File: src/rtl/pe_net_iface_pkg.sv
// Shared NoC constants: flit field widths, statistics counter width and
// saturation value, plus the saturating counter update used by the PE interface.
package pe_net_iface_pkg;

    localparam int NOC_DATA_W = 36;  // full flit width
    localparam int NOC_ADDR_W = 4;   // destination field width (flit MSBs)
    localparam int NOC_CNT_W  = 16;  // statistics counter width

    localparam logic [NOC_CNT_W-1:0] NOC_CNT_SAT = 16'hFFFF;

    // Clear has priority; otherwise count up, sticking at the saturation value.
    function automatic logic [NOC_CNT_W-1:0] cnt_next(
        input logic [NOC_CNT_W-1:0] cnt,
        input logic                 inc,
        input logic                 clr
    );
        if (clr) begin
            return '0;
        end else if (inc && (cnt != NOC_CNT_SAT)) begin
            return cnt + NOC_CNT_W'(1);
        end else begin
            return cnt;
        end
    endfunction

endpackage

File: src/rtl/pe_net_iface_fifo.sv
// noc_sync_fifo: single-clock FIFO with valid/ready on both sides.
// Handshake: a beat moves only in a cycle where valid and ready are both high;
// the sender keeps valid and data stable until that cycle.
// in_ready_o and out_valid_o come straight from the pointer registers, so
// neither depends on the same-cycle activity of the other side.
module noc_sync_fifo #(
    parameter int Width = 32,
    parameter int Depth = 4
) (
    input  logic             clk_i,
    input  logic             rst_ni,
    input  logic [Width-1:0] in_data_i,
    input  logic             in_valid_i,
    output logic             in_ready_o,
    output logic [Width-1:0] out_data_o,
    output logic             out_valid_o,
    input  logic             out_ready_i
);

    localparam int PtrW = $clog2(Depth);

    // Pointers carry one extra wrap bit to tell full from empty.
    logic [PtrW:0]    wr_ptr_q, wr_ptr_d;
    logic [PtrW:0]    rd_ptr_q, rd_ptr_d;
    logic [Width-1:0] mem_q [Depth];
    logic             full, empty, push, pop;

    assign full  = (wr_ptr_q[PtrW] != rd_ptr_q[PtrW]) &&
                   (wr_ptr_q[PtrW-1:0] == rd_ptr_q[PtrW-1:0]);
    assign empty = (wr_ptr_q == rd_ptr_q);
    assign push  = in_valid_i && !full;
    assign pop   = !empty && out_ready_i;

    assign in_ready_o  = !full;
    assign out_valid_o = !empty;
    // Head is forced to zero while empty so data outputs read 0 after reset.
    assign out_data_o  = empty ? '0 : mem_q[rd_ptr_q[PtrW-1:0]];

    // Pointer advance on each accepted push / pop.
    always_comb begin
        wr_ptr_d = wr_ptr_q;
        rd_ptr_d = rd_ptr_q;
        if (push) wr_ptr_d = wr_ptr_q + (PtrW+1)'(1);
        if (pop)  rd_ptr_d = rd_ptr_q + (PtrW+1)'(1);
    end

    // Pointer registers; reset empties the FIFO.
    always_ff @(posedge clk_i or negedge rst_ni) begin
        if (!rst_ni) begin
            wr_ptr_q <= '0;
            rd_ptr_q <= '0;
        end else begin
            wr_ptr_q <= wr_ptr_d;
            rd_ptr_q <= rd_ptr_d;
        end
    end

    // Storage write; contents are don't-care until the pointers cover them.
    always_ff @(posedge clk_i) begin
        if (push) mem_q[wr_ptr_q[PtrW-1:0]] <= in_data_i;
    end

endmodule

File: src/rtl/pe_net_iface.sv
// pe_net_iface: bridges a processing element to its leaf-switch port.
// TX: PE payload + destination packed into a flit and queued toward the net.
// RX: flits addressed to this PE are queued for the PE; all others are
// accepted and discarded. Both paths run independently; 16-bit saturating
// statistics count sent, delivered and dropped flits.
module pe_net_iface
    import pe_net_iface_pkg::*;
#(
    parameter int DataWidth = NOC_DATA_W,
    parameter int AddrWidth = NOC_ADDR_W,
    parameter int MyAddr    = 0,
    parameter int FifoDepth = 4
) (
    input  logic                           i_clk,
    input  logic                           i_reset,
    input  logic [DataWidth-AddrWidth-1:0] i_pe_data,
    input  logic [AddrWidth-1:0]           i_pe_dest,
    input  logic                           i_pe_valid,
    output logic                           o_pe_ready,
    output logic [DataWidth-AddrWidth-1:0] o_pe_data,
    output logic                           o_pe_valid,
    input  logic                           i_pe_ready,
    output logic [DataWidth-1:0]           o_net_data,
    output logic                           o_net_data_valid,
    input  logic                           i_net_data_ready,
    input  logic [DataWidth-1:0]           i_net_data,
    input  logic                           i_net_data_valid,
    output logic                           o_net_data_ready,
    input  logic                           i_clr_counts,
    output logic [NOC_CNT_W-1:0]           o_tx_count,
    output logic [NOC_CNT_W-1:0]           o_rx_count,
    output logic [NOC_CNT_W-1:0]           o_drop_count
);

    localparam int PayloadWidth = DataWidth - AddrWidth;

    logic                   rx_in_ready;
    logic                   dest_match;
    logic                   tx_hs, rx_push, rx_drop;
    logic [NOC_CNT_W-1:0]   tx_cnt_q, tx_cnt_d;
    logic [NOC_CNT_W-1:0]   rx_cnt_q, rx_cnt_d;
    logic [NOC_CNT_W-1:0]   drop_cnt_q, drop_cnt_d;

    // TX queue: flit = {dest, payload}; own-address flits go out unchanged.
    noc_sync_fifo #(
        .Width (DataWidth),
        .Depth (FifoDepth)
    ) u_tx_fifo (
        .clk_i       (i_clk),
        .rst_ni      (i_reset),
        .in_data_i   ({i_pe_dest, i_pe_data}),
        .in_valid_i  (i_pe_valid),
        .in_ready_o  (o_pe_ready),
        .out_data_o  (o_net_data),
        .out_valid_o (o_net_data_valid),
        .out_ready_i (i_net_data_ready)
    );

    // Readiness toward the net depends only on RX fullness, never on the
    // destination, so misaddressed flits are always consumed.
    assign dest_match       = (i_net_data[DataWidth-1 -: AddrWidth] == AddrWidth'(MyAddr));
    assign o_net_data_ready = rx_in_ready;
    assign rx_push          = i_net_data_valid && rx_in_ready && dest_match;
    assign rx_drop          = i_net_data_valid && rx_in_ready && !dest_match;
    assign tx_hs            = o_net_data_valid && i_net_data_ready;

    // RX queue holds payload only; the destination field is stripped.
    noc_sync_fifo #(
        .Width (PayloadWidth),
        .Depth (FifoDepth)
    ) u_rx_fifo (
        .clk_i       (i_clk),
        .rst_ni      (i_reset),
        .in_data_i   (i_net_data[PayloadWidth-1:0]),
        .in_valid_i  (i_net_data_valid && dest_match),
        .in_ready_o  (rx_in_ready),
        .out_data_o  (o_pe_data),
        .out_valid_o (o_pe_valid),
        .out_ready_i (i_pe_ready)
    );

    // Statistics next-state: clear beats increment, counts saturate.
    always_comb begin
        tx_cnt_d   = cnt_next(tx_cnt_q,   tx_hs,   i_clr_counts);
        rx_cnt_d   = cnt_next(rx_cnt_q,   rx_push, i_clr_counts);
        drop_cnt_d = cnt_next(drop_cnt_q, rx_drop, i_clr_counts);
    end

    // Statistics registers.
    always_ff @(posedge i_clk or negedge i_reset) begin
        if (!i_reset) begin
            tx_cnt_q   <= '0;
            rx_cnt_q   <= '0;
            drop_cnt_q <= '0;
        end else begin
            tx_cnt_q   <= tx_cnt_d;
            rx_cnt_q   <= rx_cnt_d;
            drop_cnt_q <= drop_cnt_d;
        end
    end

    assign o_tx_count   = tx_cnt_q;
    assign o_rx_count   = rx_cnt_q;
    assign o_drop_count = drop_cnt_q;

endmodule

File: config.mk
export PLATFORM = sky130hd
export DESIGN_NAME = pe_net_iface
export DESIGN_NICKNAME = d
export VERILOG_FILES = /design/src/rtl/pe_net_iface_pkg.sv /design/src/rtl/pe_net_iface_fifo.sv /design/src/rtl/pe_net_iface.sv
export SDC_FILE = /design/constraint.sdc
export NUM_CORES = 1
export LEC_CHECK = 0
export ABC_AREA = 1
export CORE_MARGIN = 3
export CORE_UTILIZATION = 40
export CTS_BUF_LIST = sky130_fd_sc_hd__clkbuf_4
export DETAILED_ROUTE_END_ITERATION = 16
export PLACE_DENSITY_LB_ADDON = 0.2
export SETUP_SLACK_MARGIN = 0.3
export SLEW_MARGIN = 20
export SYNTH_ARGS = -nofsm -noshare
export SYNTH_HDL_FRONTEND = slang
export SYNTH_SLANG_ARGS = --single-unit
File: constraint.sdc
create_clock -name i_clk -period 3.2 [get_ports i_clk]
set_clock_uncertainty 0.15 [all_clocks]
set_input_delay 0.64 -clock i_clk [delete_from_list [all_inputs] [get_ports i_clk]]
set_output_delay 0.64 -clock i_clk [all_outputs]
set_load 0.03 [all_outputs]
==> flow_metrics.tcl, run 1 <==
set metrics [dict create \
    outcome "completed" \
    row_count 69 \
    ys_seq_elements 332 \
    antenna_found_initial 4 \
    layout_common_cells "272 x edfxtp_1, 191 x nand2_1, 158 x nor2_1, 126 x clkbuf_4, 118 x clkdlybuf4s50_1" \
    min_period_ns 3.11 \
    hold_ws_ns 0.318 \
    io_buffers 198 \
    grt-ovfl-total 0 \
    drt-initial-drc-count 763 \
    netlist_instances 1352 \
    cts.path.max_buffers 3 \
    slew_headroom_pct 29.5 \
    die_w_um 196 \
    worstSetupEndpointType "output pin" \
    fmax_mhz 321 \
    hold_path.class "primary input to register" \
    cts_max_level 3 \
    syn_nets 1444 \
    final_nets 1803 \
    maxCapViolations 0 \
    cellPowerDensity_mw_per_mm2 1030 \
    crit_type "register to output pin" \
    vdd_ir_drop_max_mv 0.786 \
    synth_compound_area_share_pct 8.16 \
    regArea_mm2 0.00968 \
    worst_ep_required_time_ns 2.41 \
    cts.sinks 332 \
    grt_max_degree 63 \
    drc 0 \
    dp.cells 1974 \
    first_global_vias 11300 \
    multi_input_area_mm2 0.00528 \
    drt-pass1-iter-count 7 \
    utilization_pct 60.5 \
    period_share_pct 97.3 \
    crit_slowest_cell "dfrtp_2" \
    slew_viol_final 0 \
    die-area_mm2 0.0386 \
    die_h_um 196 \
    layout_commonest_cell "edfxtp_1" \
    setup_viol 0 \
    synthSimpleGateAreaFrac_pct 17.2 \
    synth_top_family_by_area "simple AND/OR/NAND/NOR gates" \
    areaGrowthSynthToFinish_pct 48.9 \
    gp_congestion 0.823 \
    pre_cts_slack_ns 0.338 \
    clkLatencyLatePin_ns 0.80 \
    layout.cells.non_filler 2245 \
    rsz0062_at_grt "yes" \
    yosysWarnings 0 \
    placed_cell_area_mm2 0.0172 \
    cts_root_buf "clkbuf_4" \
    syn_area_mm2 0.0145 \
    wirelength_mm 42.7 \
    hold_viol 0 \
    drive_gt1_share_pct 35.9 \
    routedWlPerCell_um 19.0 \
    muxShareOfSynthArea_pct 0 \
    arrival_ns 2.32 \
    grt_usage_pct 20.7 \
    avgSynthCellArea_um2 10.7 \
    ios 199 \
    ys_seq_area_share_pct 66.7 \
    fin_total_pwr_mw 22.1 \
    yosys.area_share.adder_pct 1.12 \
    leakagePower_nw 8.80 \
    cts_tree "built" \
    synth_xor_xnor_area_share_pct 1.51 \
    start_util_pct 40.7 \
    worst_slew_pin_slew_ns 1.06 \
    core_area_mm2 0.0357 \
    path_max_fanout 8 \
    synth.distinct_cells 32 \
    slowest_delay_ns 0.46 \
    worst_slack_ns 0.0864 \
    antenna_left 0 \
    cts_made_buffers 88 \
    critPathLaunchType "register" \
    fin_area_mm2 0.0216 \
    place_hpwl_mm 20.6 \
    avgViaCountPerCell 5.17 \
    path_clk_slew_ns 0.08 \
    vias 11600 \
    grt_pass1_wl_mm 62.3 \
    setup-tns-final_ns 0 \
    crit_chain "inv_4 -> buf_12 -> clkbuf_16 -> o21ai_0 -> o22ai_2 -> nand2_4 -> inv_2 -> buf_6" \
    fillers 2773 \
]
-- report_power, final --
| group | internal [mW] | leakage [nW] | switching, mW |
|---|---|---|---|
| clock | 1.91 | 0.654 | 1.80 |
| combinational | 5.95 | 4.87 | 6.99 |
| sequential | 5.24 | 3.27 | 0.254 |
| total | 13.1 | 8.80 | 9.05 |
-- timing repair --
action,4_1_cts,5_1_grt
hold buffers,1,0
cloned,28,10
pin swaps,42,87
endpoints found under the setup margin,72,76
hold endpoints to repair,38,0
setup buffers,51,18
resized for setup,694,315
-- kinds of logic (layout without fill, tap and decap cells) --
family | after synthesis | in the layout
AO/OA/AOI/OAI | 217 | 217
XOR/XNOR | 25 | 25
adder cells (fa/ha/maj) | 13 | 13
buffers and inverters | 193 | 620
flip-flops | 332 | 332
other | 0 | 5
AND/OR/NAND/NOR | 572 | 572
-- flip-flops by register name (all words and copies together) (netlist names), 16 cells and up --
register,count
o_rx_count,16
u_rx_fifo.mem_q,128
o_drop_count,16
u_tx_fifo.mem_q,144
o_tx_count,16
-- critical path, delay by kind of cell (launching register included) --
family                 cells  cell delay (ns)
AND/OR/NAND/NOR            1             0.09
AO/OA/AOI/OAI              2             0.43
buffers and inverters      5             0.55
flip-flops                 1             0.46
-- layer usage --
metal / GRT usage, % / up-vias / part of all wire (%)
met5: 0 / - / 0
met4: 7.71 / 0 / 2.3
met3: 5.28 / 88 / 6.1
met2: 33.2 / 399 / 49
met1: 27.4 / 5678 / 42
li1: - / 5443 / -
-- path summary, 6_finish.rpt --
path,start,endpoint,slack [ns],cells past startpoint
max in group asynchronous,i_reset,o_rx_count[8]$_DFFE_PN0P_,1.72,3
worst min-delay path,i_net_data[26],u_rx_fifo.mem_q[2][26]$_DFFE_PP_,0.32,1
min in group asynchronous,i_reset,u_tx_fifo.rd_ptr_q[2]$_DFFE_PN0P_,0.36,2
worst min register to register,u_rx_fifo.rd_ptr_q[2]$_DFFE_PN0P_,u_rx_fifo.rd_ptr_q[2]$_DFFE_PN0P_,0.35,2
worst max register to register,u_tx_fifo.rd_ptr_q[1]$_DFFE_PN0P_,o_tx_count[15]$_DFFE_PN0P_,0.74,13
worst max-delay path,u_rx_fifo.rd_ptr_q[0]$_DFFE_PN0P_,o_pe_data[21],0.09,8
-- final cells by class --
class / count / area share (%)
clock inverter: 32 / 0.817
sequential: 332 / 44.8
inverter: 129 / 2.32
timing repair buffer: 333 / 20.5
antenna: 5 / 0.0580
multi-input combinational: 827 / 24.4
clock buffer: 126 / 4.38
tap: 461 / 2.67
-- cells in the mapped netlist (all sizes together) --
master | n | area, um2
a21o | 1 | 7.51
a21oi | 4 | 20.0
buf | 16 | 106
clkbuf | 48 | 180
clkinv | 1 | 3.75
dfrtp | 60 | 1500
edfxtp | 272 | 8170
ha | 13 | 163
inv | 128 | 480
nand2 | 262 | 1010
nand3 | 67 | 358
nand3b | 8 | 60.1
nand4 | 27 | 175
nor2 | 206 | 883
nor3 | 2 | 10.0
o21ai | 140 | 701
o21bai | 4 | 30.0
o22ai | 68 | 425
xnor2 | 4 | 35.0
xor2 | 21 | 184
No activity file was read; power rests on OpenSTA's default activity.
==> run 2: changes to the inputs <==
Settings changed: CELL_PAD_IN_SITES_DETAIL_PLACEMENT set to 0, CELL_PAD_IN_SITES_GLOBAL_PLACEMENT set to 2, CORE_UTILIZATION 40 to 33.
==> flow_metrics.tcl, run 2 (same netlist as run 1, synthesis figures left out) <==
set metrics [dict create \
    outcome "completed" \
    areaGrowthSynthToFinish_pct 42.3 \
    worstSetupEndpointType "output pin" \
    drive_gt1_share_pct 28.6 \
    dp.cells 2094 \
    gp_congestion 0.722 \
    cts.path.max_buffers 3 \
    place_hpwl_mm 21.8 \
    grt-ovfl-total 0 \
    hold_ws_ns 0.307 \
    cpLargestDelayFamily "buffers and inverters" \
    core_area_mm2 0.0433 \
    layout_common_cells "272 x edfxtp_1, 203 x nand2_1, 180 x nor2_1, 125 x clkbuf_4, 121 x clkdlybuf4s50_1" \
    slowest_delay_ns 0.45 \
    worst_slew_pin_slew_ns 0.662 \
    first_global_vias 10800 \
    setup_viol 0 \
    layout_commonest_cell "edfxtp_1" \
    antenna_left 0 \
    layout.cells.non_filler 2338 \
    grt_usage_pct 16.9 \
    cts_tree "built" \
    io_buffers 198 \
    fillers 4000 \
    power_switching_mw 8.09 \
    p_clk_share_pct 17.9 \
    die_h_um 216 \
    slew_viol_final 0 \
    cpMostUsedCell "buf_12" \
    grt_pass1_wl_mm 61.2 \
    rsz0062_at_grt "yes" \
    crit_chain "buf_12 -> buf_12 -> clkbuf_16 -> o21ai_0 -> o22ai_1 -> nand2_1 -> inv_1 -> buf_6" \
    hold_path.class "primary input to asynchronous set/reset pin" \
    crit_type "register to output pin" \
    start_util_pct 33.5 \
    clkLatencyLatePin_ns 0.75 \
    die-area_mm2 0.0465 \
    placed_cell_area_mm2 0.0171 \
    wirelength_mm 42.8 \
    cts_root_buf "clkbuf_4" \
    final_nets 1781 \
    regArea_mm2 0.00967 \
    die_w_um 216 \
    cts_max_level 3 \
    fin_area_mm2 0.0206 \
    critPathLaunchType "register" \
    leakagePower_nw 8.38 \
    drt-initial-drc-count 617 \
    pre_cts_slack_ns 0.545 \
    worst_ep_required_time_ns 2.41 \
    setup-tns-final_ns 0 \
    crit_slowest_cell "dfrtp_2" \
    sequentialPowerShare_pct 27.2 \
    maxCapViolations 0 \
    cellPowerDensity_mw_per_mm2 968 \
    cts_made_buffers 90 \
    worst_slack_ns 0.266 \
    drc 0 \
    fmax_mhz 341 \
    r2r_slack_ns 0.27 \
    grt_max_degree 46 \
    path_max_fanout 5 \
    drt-pass1-iter-count 4 \
    vias 11100 \
    routedWlPerCell_um 18.3 \
    combPwrFrac_pct 54.9 \
    utilization_pct 47.7 \
    slew_headroom_pct 55.9 \
    fin_total_pwr_mw 20.0 \
    path_clk_slew_ns 0.07 \
    switching_share_pct 40.5 \
    vdd_ir_drop_max_mv 0.630 \
    period_share_pct 91.7 \
    largest_reg_flops 144 \
    row_count 76 \
    min_period_ns 2.93 \
    avgViaCountPerCell 4.73 \
    path_buf_inv 5 \
    antenna_found_initial 2 \
    hold_viol 0 \
    ios 199 \
    arrival_ns 2.14 \
    cts.sinks 332 \
    multi_input_area_mm2 0.00469 \
    internal_power_mw 11.9 \
]
run 2: cell count changes in the layout (fill, tap and decap cells not counted), sizes merged:
| cell | before | now |
|---|---|---|
| clkdlybuf4s50 | 118 | 121 |
| clkbuf | 135 | 141 |
| clkinv | 27 | 25 |
| dlymetal6s2s | 6 | 4 |
| buf | 198 | 166 |
| clkinvlp | 3 | 1 |
| bufbuf | 0 | 1 |
| dlygate4sd2 | 1 | 0 |
| diode | 5 | 3 |
run 2: layout make-up:
type / instances / share of cell area, %
Tap cell: 585 / 3.55
Inverter: 129 / 2.43
Clock inverter: 28 / 0.679
Antenna cell: 3 / 0.0364
Clock buffer: 125 / 4.55
Multi-Input combinational cell: 827 / 22.7
Sequential cell: 332 / 46.9
Timing Repair Buffer: 309 / 19.1
run 2: timing repair:
| action | CTS | global route |
|---|---|---|
| gates resized for setup | 178 | 213 |
| hold buffers | 1 | 0 |
| setup endpoints to repair | 72 | 139 |
| cloned | 14 | 23 |
| setup buffers | 40 | 10 |
| pin swaps | 16 | 37 |
| hold endpoints to repair | 24 | 0 |
run 2: worst register-to-register path, stage by stage, from the launching register on:
cell	delay, ns
dfrtp_1	0.42
inv_2	0.08
buf_6	0.12
buf_6	0.10
buf_6	0.10
buf_6	0.10
buf_6	0.10
buf_6	0.10
buf_6	0.11
buf_6	0.10
buf_6	0.10
buf_6	0.10
buf_6	0.10
buf_6	0.10
buf_6	0.10
buf_6	0.10
buf_6	0.12
ha_4	0.15
inv_2	0.06
nor2_4	0.07
clkbuf_16	0.20
run 2: power groups by stage:
stage	combinational [mW]	clock, mW	sequential, mW
finish	11.0	3.58	5.43
CTS	9.37	3.73	5.40
floorplan	4.42	0	5.48
global route	11.7	3.97	5.46
global placement	7.03	0	5.49
detailed placement	7.05	0	5.49
run 2: routing by layer:
layer | global-route usage [%] | up-vias | part of all wire, %
met1 | 21.3 | 5351 | 43
li1 | - | 5372 | -
met5 | 0 | - | 0
met4 | 5.75 | 0 | 2.2
met2 | 28.8 | 274 | 50
met3 | 3.73 | 71 | 4.0
run 2: worst paths after layout:
check | cells after the start | endpoint | startpoint
worst max register to register | 20 | u_rx_fifo.mem_q[0][25]$_DFFE_PP_ | u_rx_fifo.wr_ptr_q[0]$_DFFE_PN0P_
max in group asynchronous | 3 | o_rx_count[11]$_DFFE_PN0P_ | i_reset
worst min register to register | 2 | u_rx_fifo.rd_ptr_q[2]$_DFFE_PN0P_ | u_rx_fifo.rd_ptr_q[2]$_DFFE_PN0P_
worst max-delay path | 8 | o_net_data[32] | u_tx_fifo.rd_ptr_q[0]$_DFFE_PN0P_
worst min-delay path | 2 | o_tx_count[13]$_DFFE_PN0P_ | i_reset
min in group i_clk | 2 | u_rx_fifo.rd_ptr_q[2]$_DFFE_PN0P_ | u_rx_fifo.rd_ptr_q[2]$_DFFE_PN0P_
